<file path="src/rtl/mult_exhaustive_evaluator.sv">
`default_nettype none
// ============================================================================
//  Module   : mult_exhaustive_evaluator
//  Purpose  : Sweeps every A/B operand pair through a WIDTH x WIDTH multiplier
//             candidate, checks each returned P against the exact product and
//             accumulates error-count, error-sum, max-error and worst-case pair.
//  Revision : 1.0  initial release
// ============================================================================
module mult_exhaustive_evaluator #(
  parameter int WIDTH    = 4,
  parameter int PIPE_LAT = 0
) (
  input  logic                 clk,
  input  logic                 rst,
  input  logic                 start,
  output logic [WIDTH-1:0]     A,
  output logic [WIDTH-1:0]     B,
  input  logic [2*WIDTH-1:0]   P,
  output logic                 busy,
  output logic                 done,
  output logic [2*WIDTH:0]     err_count,
  output logic [4*WIDTH-1:0]   err_sum,
  output logic [2*WIDTH-1:0]   max_err,
  output logic [WIDTH-1:0]     wce_A,
  output logic [WIDTH-1:0]     wce_B
);

  localparam int IW = 2 * WIDTH;
  localparam int CW = (PIPE_LAT < 1) ? 1 : $clog2(PIPE_LAT + 1);

  localparam logic [IW-1:0] c_idx_one   = IW'(1);
  localparam logic [CW-1:0] c_drain_one = CW'(1);
  localparam logic [CW-1:0] c_drain_ini = CW'(PIPE_LAT);
  localparam logic [IW:0]   c_cnt_one   = (IW + 1)'(1);

  typedef enum logic [1:0] {
    S_IDLE  = 2'd0,
    S_RUN   = 2'd1,
    S_DRAIN = 2'd2,
    S_DONE  = 2'd3
  } state_t;

  state_t          r_state;
  logic [IW-1:0]   r_idx;
  logic [CW-1:0]   r_drain;

  logic            w_launch;
  logic            w_in_valid;
  logic [IW-1:0]   w_in_exact;
  logic            w_tag_valid;
  logic [WIDTH-1:0] w_tag_a;
  logic [WIDTH-1:0] w_tag_b;
  logic [IW-1:0]   w_tag_exact;
  logic [IW-1:0]   w_diff;

  // Start is honoured only when no sweep is in flight.
  assign w_launch   = start && ((r_state == S_IDLE) || (r_state == S_DONE));

  // Operands come straight from the sweep index; idx is held after the last
  // pair, so A/B keep their final values through DRAIN and DONE.
  assign A          = r_idx[WIDTH-1:0];
  assign B          = r_idx[IW-1:WIDTH];
  assign w_in_valid = (r_state == S_RUN);
  assign w_in_exact = {{WIDTH{1'b0}}, A} * {{WIDTH{1'b0}}, B};

  // The reference tag must travel alongside the candidate's own latency.
  generate
    if (PIPE_LAT == 0) begin : g_direct
      assign w_tag_valid = w_in_valid;
      assign w_tag_a     = A;
      assign w_tag_b     = B;
      assign w_tag_exact = w_in_exact;
    end else begin : g_pipe
      logic [PIPE_LAT-1:0] r_v;
      logic [WIDTH-1:0]    r_a  [PIPE_LAT];
      logic [WIDTH-1:0]    r_b  [PIPE_LAT];
      logic [IW-1:0]       r_ex [PIPE_LAT];

      // Tag delay line, one stage per cycle of candidate latency.
      always_ff @(posedge clk) begin
        if (rst) begin
          r_v <= '0;
          for (int i = 0; i < PIPE_LAT; i++) begin
            r_a[i]  <= '0;
            r_b[i]  <= '0;
            r_ex[i] <= '0;
          end
        end else begin
          r_v[0]  <= w_in_valid;
          r_a[0]  <= A;
          r_b[0]  <= B;
          r_ex[0] <= w_in_exact;
          for (int i = 1; i < PIPE_LAT; i++) begin
            r_v[i]  <= r_v[i-1];
            r_a[i]  <= r_a[i-1];
            r_b[i]  <= r_b[i-1];
            r_ex[i] <= r_ex[i-1];
          end
        end
      end

      assign w_tag_valid = r_v[PIPE_LAT-1];
      assign w_tag_a     = r_a[PIPE_LAT-1];
      assign w_tag_b     = r_b[PIPE_LAT-1];
      assign w_tag_exact = r_ex[PIPE_LAT-1];
    end
  endgenerate

  // Absolute error between candidate output and the aligned exact product.
  assign w_diff = (P >= w_tag_exact) ? (P - w_tag_exact) : (w_tag_exact - P);

  // Sweep sequencer with registered busy/done flags.
  always_ff @(posedge clk) begin
    if (rst) begin
      r_state <= S_IDLE;
      r_idx   <= '0;
      r_drain <= '0;
      busy    <= 1'b0;
      done    <= 1'b0;
    end else begin
      case (r_state)
        S_IDLE, S_DONE: begin
          if (start) begin
            r_state <= S_RUN;
            r_idx   <= '0;
            busy    <= 1'b1;
            done    <= 1'b0;
          end
        end
        S_RUN: begin
          if (r_idx == {IW{1'b1}}) begin
            if (PIPE_LAT == 0) begin
              r_state <= S_DONE;
              busy    <= 1'b0;
              done    <= 1'b1;
            end else begin
              r_state <= S_DRAIN;
              r_drain <= c_drain_ini;
            end
          end else begin
            r_idx <= r_idx + c_idx_one;
          end
        end
        S_DRAIN: begin
          if (r_drain == c_drain_one) begin
            r_state <= S_DONE;
            busy    <= 1'b0;
            done    <= 1'b1;
          end else begin
            r_drain <= r_drain - c_drain_one;
          end
        end
        default: begin
          r_state <= S_IDLE;
          busy    <= 1'b0;
          done    <= 1'b0;
        end
      endcase
    end
  end

  // Error metrics: cleared on launch, updated on every valid aligned tag.
  always_ff @(posedge clk) begin
    if (rst || w_launch) begin
      err_count <= '0;
      err_sum   <= '0;
      max_err   <= '0;
      wce_A     <= '0;
      wce_B     <= '0;
    end else if (w_tag_valid) begin
      if (w_diff != '0) begin
        err_count <= err_count + c_cnt_one;
      end
      err_sum <= err_sum + {{IW{1'b0}}, w_diff};
      // Strict compare: ties keep the earliest offending pair.
      if (w_diff > max_err) begin
        max_err <= w_diff;
        wce_A   <= w_tag_a;
        wce_B   <= w_tag_b;
      end
    end
  end

endmodule
`default_nettype wire

</file>
<file path="config.mk">
export PLATFORM = sky130hd
export DESIGN_NAME = mult_exhaustive_evaluator
export DESIGN_NICKNAME = d
export VERILOG_FILES = /design/src/rtl/mult_exhaustive_evaluator.sv
export SDC_FILE = /design/constraint.sdc
export NUM_CORES = 1
export LEC_CHECK = 0
export BUFFER_PORTS_ARGS = -buffer_cell sky130_fd_sc_hd__buf_4
export CORE_ASPECT_RATIO = 0.7
export CORE_UTILIZATION = 52
export CTS_CLUSTER_DIAMETER = 120
export CTS_CLUSTER_SIZE = 14
export DETAILED_ROUTE_END_ITERATION = 10
export PLACE_DENSITY = 0.77
export SLEW_MARGIN = 10
export SYNTH_ARGS = -nofsm -noshare
export SYNTH_HDL_FRONTEND = slang
export SYNTH_SLANG_ARGS = --single-unit
</file>
<file path="constraint.sdc">
create_clock -name clk -period 5.5 [get_ports clk]
set_input_delay 0.275 -clock clk [delete_from_list [all_inputs] [get_ports clk]]
set_output_delay 0.275 -clock clk [all_outputs]
set_load 0.02 [all_outputs]
</file>
==> flow_summary.toml <==
[min_path]
hp-class = "in2reg"
hold_depth = 2
whs_endpoint = "r_state[0]$_SDFFE_PP0P_"
hold_start = "rst"

[synth]
ys_types = 48
synth-warning-count = 0
synth_area_leaders = "dfxtp_1 (28%), ha_1 (16%), mux2i_1 (7.3%)"
synth_common_cells = "dfxtp_1 (53), nor2_1 (51), ha_1 (49), inv_1 (47), mux2i_1 (28)"
synth_top_area_cell = "dfxtp_1"
synth_most_common_cell = "dfxtp_1"
synthCells = 449
syn_area_per_cell_um2 = 8.50
ys_ff_latch = 53
synthesis.nets = 516
syn_area_mm2 = 0.00382
ys_async_sr_fraction = 0
yosysTopAreaCellShare = 0.278
ys_seq_area_frac = 0.278
synth_edf_count = 0
synth_ff_type = "dfxtp_1"

[global_routing]
first_global_vias = 3356
antenna_found_initial = 0
grt_max_degree = 31
grt_usage = 0.254
grt_pass1_wl_um = 15700
grt_overflow = 0

[setup_path]
start_kind = "register"
worstPathMaxFanout = 4
reg2regPathDepth = 27
path_class = "reg2reg"
cp.required_ps = 5700
slowest_delay_ps = 530
critical_path.endpoint_type = "register"
slowest_stage = "fa_1"
timing.rr.end = "err_sum[11]$_SDFFE_PP0P_"
reg2reg_from = "r_idx[0]$_SDFFE_PP0P_"
cp_top_family = "adder cells"
arrival_ps = 5910
path_buf_inv = 2
r2r_setup_slack_ps = -220

[floorplan]
core_mm2 = 0.00691
io_pins = 62
start_util = 0.552
num_rows = 25
fp.dieW_um = 104
die_area_mm2 = 0.00770
die_y_um = 73.7

[drt]
drc_errors = 0
wl_per_cell_um = 16.7
via_count = 3614
routed_wl_um = 10700
viasPerCell = 5.63
drt_first_iter_violations = 188
drt_first_pass_iters = 7
antenna_left = 0

[timing]
period_share = 1.04
drv_slew = 0
timing.final.ws_setup_ps = -216
finalClockSkew_ps = 6.73
finalHoldViolCount = 0
fmax_ghz = 0.175
finalSetupViolCount = 7
slew_headroom = 0.351
fin_crit_ps = 5720
worst_pin_slew_ps = 974
grt_setup_unrepaired = "true"
hold_slack_ps = 183
final.setup.tns_ps = -736

[power_and_ir_drop]
power_density_mw_per_mm2 = 283
vdd_drop_max_uv = 236
power.leakage_uw = 0.00230

[final_layout]
final_nets = 614
drive_gt1_frac = 0.310
seqCellArea_mm2 = 0.00107
antenna-diode-count = 0
multi_input_area_mm2 = 0.00276
num-fill-cells = 497
syn_to_final_growth_pct = 32.4

[clock_network]
holdBufCountCts = 0
clk_latency_ps = 310
htreeDepth = 2
root_buffer = "clkbuf_8"
cts_buffers = 5
clockBufferDepth = 2
clock_sinks = 53
cts_tree = "yes"
clkTransAtPathRegs_ps = 110

[run]
maxCapViolCount = 0

[placed_design]
hpwl_um = 6950
io_buffers = 61
gp_congestion = 0.892

[status]
status = "finished, violations left"
violations = "negative setup slack"
-- repair_timing --
item / in CTS / in global routing
gates resized for setup: 23 / 36
pin swaps: 19 / 37
setup endpoints to repair: 24 / 31
endpoints found under the hold margin: 0 / 0
setup buffers: 9 / 9
-- per-stage QoR --
stage / cell area [µm²] / setup WS (ps) / util / power, µW / std cells
3_3_place_gp: 4580 / -65.2 / 0.663 / 1060 / 617
6_report: 5060 / -216 / 0.731 / 1430 / 642
5_1_grt: 5060 / -377 / 0.731 / 1520 / 642
3_5_place_dp: 4580 / -280 / 0.663 / 1080 / 617
2_1_floorplan: 3870 / 17.6 / - / 895 / 449
4_1_cts: 4820 / 8.32 / 0.698 / 1340 / 634
-- where the power goes --
| part | leakage (µW) | internal, µW | switching (µW) |
|---|---|---|---|
| combinational | 0.00182 | 322 | 406 |
| clock | 0.0000423 | 92.9 | 140 |
| sequential | 0.000432 | 428 | 43.3 |
| total | 0.00230 | 842 | 589 |
-- cells by family (layout without fill, tap and decap cells) --
logic type	count (synthesis)	after routing	synth area share
AO/OA/AOI/OAI	84	84	0.142
adder cells (fa/ha/maj)	56	56	0.197
flip-flops	53	53	0.278
AND/OR/NAND/NOR	139	139	0.180
XOR/XNOR	27	27	0.0619
buffers and inverters	62	161	0.0681
multiplexers	28	28	0.0734
-- sequential cells by signal, summed over array words and instances, names as in the netlist --
register / flops
busy: 1
done: 1
err_count: 9
err_sum: 16
max_err: 8
r_drain: 1
r_idx: 8
r_state: 1
wce_A: 4
wce_B: 4
-- cell usage in the layout, fill, tap and decap left out, types with 13 or more instances in the layout --
| cell type | synthesis | routed |
|---|---|---|
| ha_1 | 49 | 43 |
| a21oi_1 | 26 | 16 |
| nor2_1 | 51 | 51 |
| mux2i_1 | 28 | 25 |
| dfxtp_1 | 53 | 47 |
| xor2_1 | 14 | 13 |
| buf_4 | 3 | 100 |
| nand2_1 | 27 | 24 |
| inv_1 | 47 | 46 |
-- worst max path at each step --
stage | endpoint | cells after the start | slack, ps | startpoint
5_1_grt | err_sum[8]$_SDFFE_PP0P_ | 27 | -380 | r_idx[0]$_SDFFE_PP0P_
2_1_floorplan | err_sum[12]$_SDFFE_PP0P_ | 29 | 20 | r_idx[2]$_SDFFE_PP0P_
3_5_place_dp | err_sum[8]$_SDFFE_PP0P_ | 26 | -280 | r_idx[7]$_SDFFE_PP0P_
3_3_place_gp | err_sum[13]$_SDFFE_PP0P_ | 26 | -70 | r_idx[7]$_SDFFE_PP0P_
4_1_cts | err_sum[8]$_SDFFE_PP0P_ | 27 | 8 | r_idx[7]$_SDFFE_PP0P_
6_report | err_sum[11]$_SDFFE_PP0P_ | 27 | -220 | r_idx[0]$_SDFFE_PP0P_
-- worst reg2reg max path, stage by stage (launching register included) --
cell and delay [ps]:
dfxtp_2 350, nand2_2 60, fa_1 530, inv_1 50, fa_1 460, ha_1 290, a21o_1 170, a21oi_2 140
o21bai_1 90, a21oi_1 150, xor2_1 170, ha_1 310, a21oi_2 180, o21a_1 160, nor2b_4 230, mux2i_1 310
xor2_1 110, buf_4 180, ha_4 280, nand3_2 80, a21boi_2 190, o21ai_2 110, a21oi_2 200, o21ai_2 100
a21boi_2 220, nand4_1 180, xor2_1 220, nor2_1 80
-- metal layers --
layer	global-route usage	routed length, µm
met1	0.328	4660
met2	0.447	5180
met3	0.0373	604
met4	0.0746	263
met5	0	0
-- layout make-up --
type | instances | share of cell area
timing repair buffer | 106 | 0.165
sequential | 53 | 0.211
tap | 94 | 0.0233
multi-input combinational | 334 | 0.546
inverter | 47 | 0.0349
clock inverter | 3 | 0.00520
clock buffer | 5 | 0.0136
Note: power is estimated with default switching activity, not from simulation.
